[src/rtl/seg_scan_driver.sv]
// Time-multiplexed 4-digit common-anode seven-segment driver with frame-aligned value updates.
// Optional build macro LEADING_ZERO_BLANK_EN blanks leading zero digits (digit 0 always shown).
module seg_scan_driver #(
    parameter int REFRESH_DIV = 100000
) (
    input  logic        clk,
    input  logic        rst_n,
    input  logic [15:0] value,
    input  logic        carry,
    input  logic        load,
    output logic [6:0]  seg,
    output logic        dp,
    output logic [3:0]  an,
    output logic        frame_tick
);

    localparam int PW = $clog2(REFRESH_DIV);
    localparam logic [PW-1:0] PRESC_LAST = PW'(REFRESH_DIV - 1);

    logic [PW-1:0] presc;
    logic [1:0]    dig;
    logic [15:0]   sh_val;
    logic          sh_cy;
    logic [15:0]   dsp_val;
    logic          dsp_cy;
    logic          pending;
    logic          presc_last;
    logic          boundary;
    logic [3:0]    nib;
    logic          blank;

    assign presc_last = (presc == PRESC_LAST);
    assign boundary   = presc_last && (dig == 2'd3);
    assign frame_tick = boundary;

    function automatic logic [6:0] hex7(input logic [3:0] n);
        case (n)
            4'h0:    hex7 = 7'h40;
            4'h1:    hex7 = 7'h79;
            4'h2:    hex7 = 7'h24;
            4'h3:    hex7 = 7'h30;
            4'h4:    hex7 = 7'h19;
            4'h5:    hex7 = 7'h12;
            4'h6:    hex7 = 7'h02;
            4'h7:    hex7 = 7'h78;
            4'h8:    hex7 = 7'h00;
            4'h9:    hex7 = 7'h10;
            4'hA:    hex7 = 7'h08;
            4'hB:    hex7 = 7'h03;
            4'hC:    hex7 = 7'h46;
            4'hD:    hex7 = 7'h21;
            4'hE:    hex7 = 7'h06;
            default: hex7 = 7'h0E;
        endcase
    endfunction

    always_comb begin
        nib = 4'h0;
        case (dig)
            2'd0:    nib = dsp_val[3:0];
            2'd1:    nib = dsp_val[7:4];
            2'd2:    nib = dsp_val[11:8];
            default: nib = dsp_val[15:12];
        endcase
    end

`ifdef LEADING_ZERO_BLANK_EN
    always_comb begin
        blank = 1'b0;
        case (dig)
            2'd1:    blank = (dsp_val[15:4] == 12'h000);
            2'd2:    blank = (dsp_val[15:8] == 8'h00);
            2'd3:    blank = (dsp_val[15:12] == 4'h0);
            default: blank = 1'b0;
        endcase
    end
`else
    assign blank = 1'b0;
`endif

    always_ff @(posedge clk or negedge rst_n) begin
        if (!rst_n) begin
            presc <= '0;
            dig   <= 2'd0;
        end else begin
            presc <= presc_last ? '0 : presc + 1'b1;
            if (presc_last) dig <= dig + 2'd1;
        end
    end

    // A load on the boundary goes straight to the display so it is not deferred a whole frame.
    always_ff @(posedge clk or negedge rst_n) begin
        if (!rst_n) begin
            sh_val  <= 16'h0000;
            sh_cy   <= 1'b0;
            dsp_val <= 16'h0000;
            dsp_cy  <= 1'b0;
            pending <= 1'b0;
        end else begin
            if (load) begin
                sh_val <= value;
                sh_cy  <= carry;
            end
            if (boundary) begin
                pending <= 1'b0;
                if (load) begin
                    dsp_val <= value;
                    dsp_cy  <= carry;
                end else if (pending) begin
                    dsp_val <= sh_val;
                    dsp_cy  <= sh_cy;
                end
            end else if (load) begin
                pending <= 1'b1;
            end
        end
    end

    always_ff @(posedge clk or negedge rst_n) begin
        if (!rst_n) begin
            an  <= 4'b1111;
            seg <= 7'h7F;
            dp  <= 1'b1;
        end else begin
            an  <= ~(4'b0001 << dig);
            seg <= blank ? 7'h7F : hex7(nib);
            dp  <= ~(dsp_cy & (dig == 2'd3));
        end
    end

endmodule

[config.mk]
export PLATFORM = sky130hd
export DESIGN_NAME = seg_scan_driver
export DESIGN_NICKNAME = d
export VERILOG_FILES = /design/src/rtl/seg_scan_driver.sv
export SDC_FILE = /design/constraint.sdc
export NUM_CORES = 1
export LEC_CHECK = 0
export BUFFER_PORTS_ARGS = -buffer_cell sky130_fd_sc_hd__buf_2
export CAP_MARGIN = 40
export CORE_MARGIN = 4
export CORE_UTILIZATION = 52
export CTS_CLUSTER_SIZE = 16
export DETAILED_ROUTE_END_ITERATION = 7
export GPL_ROUTABILITY_DRIVEN = 1
export PLACE_DENSITY = 0.75
export SYNTH_ARGS = -nofsm -noshare
export SYNTH_HDL_FRONTEND = slang
export SYNTH_SLANG_ARGS = --single-unit
[constraint.sdc]
create_clock -name clk -period 2.25 [get_ports clk]
set_clock_uncertainty 0.05 [all_clocks]
set_input_delay 0.675 -clock clk [delete_from_list [all_inputs] [get_ports clk]]
set_output_delay 0.675 -clock clk [all_outputs]
set_load 0.03 [all_outputs]
* Word level (Yosys, flattened, before mapping) *
Memory sizes are Yosys's and may differ from the RTL's. A register that Yosys moved wholly into a read port is not among the register bits.
Index checks and enable logic that the tools add are counted.

storage, ports and cells
  flip-flop bits (word level) = 59
  ROM bits = 112
  input port bits = 20
  output and inout port bits = 13
  memories = 1

cells by class
  add/subtract/negate cells = 2
  eq/ne operators = 4
  shifts and indexed selects = 1
  muxes and demuxes = 8
  bitwise logic cells = 3
  reductions and logical operators = 6

memory list
  name             words  bits a word  read ports  clocked after Yosys merged registers in  write ports  RTL line  text
  (no name shown)  16     7            1           1                                        0            37        case (n)

operators with widths
  operator               count
  $mux 16                2
  $add 17x1->17 const B  1
  $eq 17x17->1 const B   1
  $mux 17                1
  $pmux 4 s3             1
  $eq 2x2->1 const B     2
  $mux 1                 4
  $not 4->4              1
  $reduce_bool 2->1      2
  $shl 1x2->4 const A    1
  $add 2x1->2 const B    1
  $eq 2x1->1 const B     1
  $logic_not 2->1        1
  $reduce_and 2->1       1
  $and 1x1->1            1
  $logic_and 1x1->1      1
  $logic_not 1->1        1
  $not 1->1              1

* Longest topological paths before layout *
Gate-level depths: netlist (run 1).

  depth after elaboration = 3
  gate-level depth with buffers = 9
  gate-level depth less buffers = 9

* Worst setup path before layout (run 1) *
No wires, ideal clock.

  path kind = register to output
  start point = register presc[0]
  end point = output frame_tick
  arrival time = 1.880 ns
  required time = 1.525 ns
  path slack = -0.355 ns
  stages on the path, launching flop included = 5
  buffers on the path = 0
  cells stage by stage = dfrtp_1 -> ha_1 -> nor4b_4 -> nand4_2 -> nor3_1

between the ends
  longest elaborated chain between the ends = 2

RTL lines
  what                      RTL line  text
  start: declaration        20        logic [PW-1:0] presc;
  start signal: assignment  86        presc <= presc_last ? '0 : presc + 1'b1;
  $eq 17x17->1              32        assign presc_last = (presc == PRESC_LAST);
  $logic_and 1x1->1         33        assign boundary = presc_last && (dig == 2'd3);
  end: declaration          14        output logic frame_tick

Every way passes these cells.

* Worst setup path after layout (run 1) *
Ends and elaborated chain as after synthesis.

==> metrics.txt, run 1 <==
switch share=23.41%; crit path max fanout=2; GRT overflow=0; unrepaired setup endpoints after global routing=yes; post-synthesis cell count=about 220; Avg Inst Size Synth=approximately 13 µm²; CP max stage delay=around 360 ps; # nets final=around 310; slew margin rel.=71.96%; most common cell after layout, fill and taps aside=dfrtp_1; die width=between 80 and 90 µm; R2R depth=8; DR pass1 iterations=4; FF+latch count, synth=66; slowest CP cell=dfrtp_1; Detail Route Antenna Nets=0; arrival time of the worst setup path=roughly 1600 ps; crit end category=output port; top area cells in the synthesized netlist=dfrtp_1 (46%), mux2_2 (14%), dfstp_2 (11%); final-report max-slew violation count=0; Tot Pwr=~2.3 mW; status=complete, but fails checks; initial antenna violation count=0; netlist area before placement=roughly 0.003 mm²; Initial Util=a little over half; Max Freq=~0.43 GHz; Worst setup SP type=flop; I/O pin cnt=33; first-pass GRT wire length=9142 µm; Clock Latency Late Sink=330 ps; WL final=about 5200 µm; Synth top area share=a little under half; Clk pwr share=37.1%; die area=roughly 0.007 mm²; Hold WC Path Type=in2async; Crit Reg-Reg Endpoint=dsp_val[13]; R2R setup slack=roughly 120 ps; Placed Area=0.003324 mm²; GPL Wtd Cong=around 0.87; critical path capture point=frame_tick; failing checks=setup timing; Final Non-Filler Cells=between 300 and 400; Data required, critical path=about 1500 ps; Ant. Diodes=0; Seq/Total Area, Yosys=between 50% and 60%; Die Span Y=83.55 µm; worst r2r src=presc[0]; CTS tree=done; share of layout cells above drive strength 1=between 40% and 50%; PortBufs=32; CTS Buf Count=9; Max VDD drop=between 0.5 and 0.6 mV; Root Driver=clkbuf_8; gr usage total=between 10% and 20%; final hold vios=0; P&R area growth vs syn=19.86%; wire per inst=approximately 15 µm; largest net degree at the start of global routing=between 60 and 70; final instance area=around 0.0036 mm²; WS Path Type=reg2out; # DRC=0; Int Pwr=~1.7 mW; hpwl dp=3715 µm; syn_nets=between 200 and 300; Clock transition at path regs=70 ps; crit path launch=presc[0]; Vias/cell=around 5.3; Max clock buf depth=2; crit path time final=2315 ps; PwrDens=640.9 mW/mm²; Leakage=1.642 nW; crit-path cells=ha_2, nor4b_4, nand4_2, nor3_4, buf_6; switching power total=0.5338 mW; Seq pwr share=a little under three fifths; max-cap violations=0; Comb power frac=7.6%; footprint of the multi-input gates=0.001251 mm²; post-synth cell types=35; DR vias=1868; commonest non-fill, non-tap cells in the layout=dfrtp_1 (53), mux2_2 (36), buf_2 (31); dpl cells=336; Synthesis Warnings=0; FF/Latch Area=between 0.0015 and 0.002 mm²; final setup margin=-65.34 ps; fin crit share=102.9%; vias in the first global route=around 1900; Util after Layout=roughly 65%; core area=0.005507 mm²; # rows=27; H-tree depth=3; drt initial violations=99; clk sink count=between 60 and 70; Setup violations, final=1; post-synth top area cell=dfrtp_1; FILL cells=between 400 and 500; Worst Max-Slew Pin Slew=408.9 ps
flip-flops by register name, summed over array words and instances, names as in the netlist:
signal and flops:
an 4, presc 17, sh_val 16, pending 1, dig 2, dp 1, seg 7, dsp_val 16
dsp_cy 1, sh_cy 1
how the worst min path moves through the flow:
stage | start | endpoint | slack, ps | cells after the start
floorplan | dsp_cy | dp | 320 | 1
global placement | dsp_cy | dp | 330 | 1
detailed placement | dsp_cy | dp | 340 | 1
CTS | rst_n | sh_val[10] | 310 | 2
global route | rst_n | sh_val[4] | 330 | 2
finish | rst_n | sh_val[5] | 310 | 2
cell families after synthesis:
logic type,count (synthesis),synth area share [%]
xor+xnor,15,4.427
buf+inv,20,3.372
flops,66,56.16
simple gates,50,10.12
fa+ha+maj,12,5.059
mux,47,17.41
compound gates,14,3.457
metrics by stage:
| step | setup TNS, ps | setup WS (ps) | hold slack (ps) |
|---|---|---|---|
| detailed placement | 0 | 35.85 | 344.4 |
| CTS | -84.55 | -84.55 | 313.5 |
| global placement | 0 | 192.7 | 329.0 |
| finish | -65.34 | -65.34 | 309.0 |
| floorplan | 0 | 10.19 | 321.6 |
| global route | -169.5 | -165.7 | 327.6 |
synth_stat cells:
library cell  instances
a21oi_1               1
a221o_1               1
a222oi_1              3
a22oi_1               1
a2bb2o_1              1
and3_1                4
and3_2                1
and4_1                1
and4b_1               1
and4bb_2              1
buf_6                 2
clkbuf_1              3
clkbuf_8              1
dfrtp_1              54
dfstp_2              12
ha_1                 12
inv_1                14
mux2_2               37
mux2i_1              10
nand2_1              11
nand3_1               5
nand4_1               5
nand4_2               1
nor2_1               12
nor2_2                1
nor2b_1               1
nor3_1                1
nor4_4                1
nor4b_4               1
o21ai_0               3
o22ai_1               4
or2_2                 1
or3_1                 2
xnor2_1               7
xor2_1                8
metal layers:
| metal | vias to the layer above | part of all wire [%] | global-route usage (%) |
|---|---|---|---|
| met5 | - | 0 | 0 |
| met1 | 924 | 46 | 21.67 |
| met2 | 39 | 47 | 26.02 |
| li1 | 897 | - | - |
| met4 | 0 | 1.4 | 5.263 |
| met3 | 8 | 4.9 | 5.035 |
power groups by stage:
stage / combinational, mW / sequential, mW / clock [mW]
after global routing: 0.193 / 1.26 / 0.928
after CTS: 0.177 / 1.26 / 0.872
final: 0.173 / 1.26 / 0.847
after detailed placement: 0.177 / 1.28 / 0
after floorplan: 0.0864 / 1.29 / 0
after global placement: 0.170 / 1.28 / 0
worst max-delay path: cells and delay by family, from the launching register on:
| family | cells | cell delay (ps) |
|---|---|---|
| and+or+nand+nor | 3 | 550 |
| DFF | 1 | 360 |
| adders and majority gates | 1 | 190 |
| buffers and inverters | 1 | 160 |
cell type report:
class,count,area share (%)
flip-flops and latches,66,46.89
multi-input cells,138,35.17
repair buffers,48,9.110
clock buffers,11,3.975
well taps,72,2.533
inverters,14,1.477
clock inverters,5,0.8442
timing repair:
| item | in CTS | in global routing |
|---|---|---|
| hold buffers | 0 | 0 |
| pin swaps | 3 | 2 |
| buffers inserted | 1 | 1 |
| endpoints found under the setup margin | 1 | 8 |
| resized for setup | 4 | 10 |
| cloned | 0 | 0 |
(Power assumes the default switching activity.)
==> run 2: changes to the inputs <==
Settings changed: PLACE_DENSITY 0.75 to 0.79.
==> run 2 against run 1 <==
Net effect: the run still ends with setup timing left; utilization is 0.82 points lower; die area unchanged; flip-flop and latch count unchanged; power increased by 1.4%; clock power grew 4.0%; register-to-register slack lost 60 ps; first-iteration DRC count is 31% higher; combinational power hardly changed; critical path type unchanged; largest power group unchanged.
==> metrics.txt, run 2 (same netlist as run 1, synthesis figures left out) <==
Max clock buf depth=2; clk sink count=66; # rows=27; Data required, critical path=between 1500 and 2000 ps; final hold vios=0; failing checks=setup timing; grt met3 use=around 3.4%; R2R depth=8; vias in the first global route=1928; Final Non-Filler Cells=351; met2 Use GR=approximately 25%; Vias/cell=about 5; DR pass1 iterations=4; final setup margin=-20.12 ps; final instance area=between 0.003 and 0.004 mm²; hold_ws=288.2 ps; unrepaired setup endpoints after global routing=yes; crit path launch=presc[5]; Max Freq=between 0.4 and 0.5 GHz; hpwl dp=between 3000 and 4000 µm; P&R area growth vs syn=18.34%; share of layout cells above drive strength 1=a little under half; most common cell after layout, fill and taps aside=dfrtp_1; arrival time of the worst setup path=roughly 1600 ps; fin crit share=100.9%; CTS tree=done; PwrDens=~660 mW/mm²; crit end category=output port; WS Path Type=reg2out; Ant. Diodes=0; Max VDD drop=slightly below 0.4 mV; critical path capture point=frame_tick; R2R setup slack=around 60 ps; CTS Buf Count=9; Clock Latency Late Sink=between 300 and 400 ps; Die Span Y=approximately 84 µm; met1 usage=between 20% and 30%; Root Driver=clkbuf_8; PortBufs=32; die area=between 0.006 and 0.007 mm²; Initial Util=between 50 and 60%; crit-path cells=nor4b_4, nand4_2, nor3_4, buf_6; # nets final=between 300 and 400; dpl cells=334; GRT overflow=0; slew margin rel.=a little over two thirds; Leakage=1.623 nW; Hold WC Path Type=in2async; gr usage total=between 15 and 20%; I/O pin cnt=33; Setup violations, final=1; # DRC=0; Placed Area=0.003297 mm²; WL final=~5200 µm; largest net degree at the start of global routing=67; CP max stage delay=between 400 and 500 ps; Detail Route Antenna Nets=0; wire per inst=around 15 µm; crit path max fanout=3; Top reg by flops=presc; GR peak layer=met2; crit path time final=approximately 2300 ps; final-report max-slew violation count=0; drt initial violations=130; GPL Wtd Cong=0.7998; Crit Reg-Reg Endpoint=seg[0]; flip-flop count of the largest register after layout=17; core area=between 0.005 and 0.006 mm²; first-pass GRT wire length=8832 µm; max-cap violations=0; Util after Layout=a little under two thirds; largest registers=presc: 17 flops, dsp_val: 16 flops, sh_val: 16 flops; dpl ws=between 10 and 15 ps; Fin Setup TNS=-20.12 ps; worst r2r src=dig[0]; status=complete, but fails checks; slowest CP cell=dfrtp_1; commonest non-fill, non-tap cells in the layout=dfrtp_1 (52), mux2_2 (36), buf_2 (31); initial antenna violation count=0; H-tree depth=3; Tot Pwr=~2.3 mW; Clock transition at path regs=around 70 ps; DR vias=1805; Worst setup SP type=flop; Worst Max-Slew Pin Slew=approximately 450 ps; die width=83.55 µm
==> run 2: changes by cell type in the layout (fill, tap and decap cells not counted), sizes merged <==
cell and change:
clkinv +1, buf -3, clkbuf -1
==> run 2: critical path: cells and delay by family (launching register included) <==
kind	cells	cell delay, ps
simple gates	3	630
flops	1	430
buf+inv	1	150
==> run 2: layer usage <==
| layer | share of wire, % | routed length (µm) | vias up |
|---|---|---|---|
| met4 | 2.4 | 127 | 0 |
| met2 | 47 | 2459 | 47 |
| met3 | 4.1 | 214 | 8 |
| li1 | - | - | 876 |
| met5 | 0 | 0 | - |
| met1 | 46 | 2384 | 874 |
==> run 2: what timing repair did <==
action	in CTS	in global routing
setup buffers	0	1
hold buffers	0	0
endpoints found under the setup margin	2	8
gates resized for setup	4	7
pin swaps	3	1
hold endpoints to repair	0	0
==> run 2: area by class of cell <==
| type | count | area (µm²) |
|---|---|---|
| flip-flops and latches | 66 | 1669 |
| well taps | 72 | 90.09 |
| clock buffers | 10 | 137.6 |
| clock inverters | 6 | 42.54 |
| inverters | 14 | 52.55 |
| multi-input cells | 138 | 1231 |
| fillers | 410 | 1994 |
| repair buffers | 45 | 289.0 |
==> run 2: power breakdown <==
part	internal, mW	leakage, nW	switching, mW
Clock	0.429	0.0882	0.453
Combinational	0.0775	0.726	0.0924
Sequential	1.24	0.809	0.0170
==> run 2: how the worst min path moves through the flow <==
stage	end	start	slack [ps]	cells after the start
finish	presc[13]	rst_n	290	2
global route	presc[8]	rst_n	320	2
CTS	presc[13]	rst_n	300	2
detailed placement	dp	dsp_cy	350	1
global placement	dp	dsp_cy	330	1
floorplan	dp	dsp_cy	320	1
==> run 3: changes to the inputs <==
Settings changed: CORE_UTILIZATION 52 to 45, PLACE_DENSITY 0.79 to 0.7.
==> run 3 against run 2 <==
Net effect: sequential share of layout area shrank 1.5 points; non-clock buffer count grew 3; wire length grew 0.91%; flip-flop and latch count is the same; highest routed layer unchanged; utilization shrank 7.0 points; critical path type unchanged; the run still ends with setup timing left; hold slack gained 8.3 ps; final area grew 3.2%; sequential power is essentially flat; count of clock-buffer cells in the layout grew 1; cell count grew 2.3%; largest cell class unchanged; via count grew 1.8%.
==> metrics.txt, run 3 (same netlist as run 1, synthesis figures left out) <==
status=complete, but fails checks; failing checks=setup timing; flip-flop count of the largest register after layout=17; unrepaired setup endpoints after global routing=yes; DR pass1 iterations=4; Max Freq=between 0.4 and 0.5 GHz; crit path launch=presc[0]; final-report max-slew violation count=0; FF/Latch Area=between 0.0015 and 0.002 mm²; Die Span Y=89.21 µm; Setup violations, final=1; gr usage total=between 10% and 20%; Max VDD drop=between 0.5 and 0.6 mV; Fin Setup TNS=-42.09 ps; met3 WL=~280 µm; Hold WC Path Type=in2async; CP max stage delay=~360 ps; arrival time of the worst setup path=1570 ps; hpwl dp=approximately 3700 µm; slowest CP cell=dfrtp_1; Worst Max-Slew Pin Slew=approximately 450 ps; CTS tree=done; largest registers=presc: 17 flops, dsp_val: 16 flops, sh_val: 16 flops; max-cap violations=0; Top reg by flops=presc; H-tree depth=3; R2R depth=8; crit path max fanout=2; Routed met2 length=2565 µm; die width=just under 90 µm; most common cell after layout, fill and taps aside=dfrtp_1; final setup margin=-42.09 ps; Initial Util=a little under half; crit path time final=~2300 ps; largest net degree at the start of global routing=67; P&R area growth vs syn=22.09%; PortBufs=32; met1 WL=2316 µm; final hold vios=0; CTS Buf Count=9; first-pass GRT wire length=about 9100 µm; Root Driver=clkbuf_8; die area=0.007958 mm²; vias in the first global route=a little under 2000; wire per inst=roughly 15 µm; Data required, critical path=1520 ps; share of layout cells above drive strength 1=a little under half; slew margin rel.=between 60 and 70%; Leakage=between 1.5 and 2 nW; drt initial violations=142; Clock transition at path regs=about 70 ps; GRT overflow=0; Detail Route Antenna Nets=0; WS Path Type=reg2out; footprint of the multi-input gates=0.001262 mm²; Vias/cell=5.117; # rows=29; Top Layer Used=met4; crit end category=output port; worst r2r src=dig[1]; # DRC=0; WL final=around 5200 µm; PwrDens=694.0 mW/mm²; I/O pin cnt=33; Ant. Diodes=0; Worst setup SP type=flop; GPL Wtd Cong=roughly 0.80; Clock Latency Late Sink=340 ps; initial antenna violation count=0; Util after Layout=a little under three fifths; # nets final=about 310; crit-path cells=ha_2, nor4b_4, nand4_2, nor3_4, buf_6; fin crit share=101.9%; Max clock buf depth=2; core area=0.006386 mm²; FILL cells=roughly 530; commonest non-fill, non-tap cells in the layout=dfrtp_1 (52), mux2_2 (36), buf_2 (31); clk sink count=66; DR vias=approximately 1800
## run 3: cell types whose count changed in the layout (fill, tap and decap cells not counted), moves of 2 or more
cell / previous run / this run
buf_4: 11 / 13
bufinv_16: 0 / 2
clkinv_4: 2 / 0
ha_1: 8 / 6
ha_4: 0 / 2
inv_1: 13 / 11
inv_2: 1 / 3
## run 3: metrics by stage
step	total power, mW	hold WS, ps	cell area (µm²)	instances	worst slack (ps)
floorplan	1.380	321.6	2979	224	10.19
global placement	1.450	334.4	3311	340	139.2
detailed placement	1.455	348.8	3311	340	34.64
CTS	2.542	299.4	3550	357	-48.15
global route	2.635	300.3	3623	359	-191.3
finish	2.515	296.5	3623	359	-42.09
## run 3: timing repair
action | in CTS | in global routing
gates cloned | 0 | 0
buffers inserted | 1 | 2
resized for setup | 4 | 15
hold buffers | 0 | 0
pin swaps | 1 | 2
endpoints found under the hold margin | 0 | 0
endpoints found under the setup margin | 1 | 8
## run 3: path summary, 6_finish.rpt
check | endpoint | slack, ps
worst max-delay path | frame_tick | -40
worst min-delay path | presc[4] | 300
worst max register to register | seg[4] | 100
worst min register to register | dp | 350
max in group asynchronous | seg[1] | 1540
min in group clk | dp | 350
## run 3: critical path, delay by kind of cell (launching register included)
kind / cells / cell delay, ps
and+or+nand+nor: 3 / 540
adders and majority gates: 1 / 180
DFF: 1 / 360
buffers and inverters: 1 / 160
## run 3: cell type report
type                    instances  area share (%)
inverters                      14           1.450
clock buffers                  11           3.902
multi-input cells             138           34.84
well taps                      77           2.659
clock inverters                 5           2.141
repair buffers                 48           8.943
flip-flops and latches         66           46.06
## run 3: per-layer routing
layer	vias up	global-route usage, %
li1	894	-
met1	894	19.35
met2	42	24.05
met3	7	5.346
met4	0	5.548
met5	-	0
## run 3: report_power, final
part | leakage [nW] | total [mW] | internal, mW | switching (mW)
registers | 0.809 | 1.26 | 1.24 | 0.0160
clock network | 0.109 | 1.08 | 0.651 | 0.433
logic | 0.742 | 0.172 | 0.0789 | 0.0932
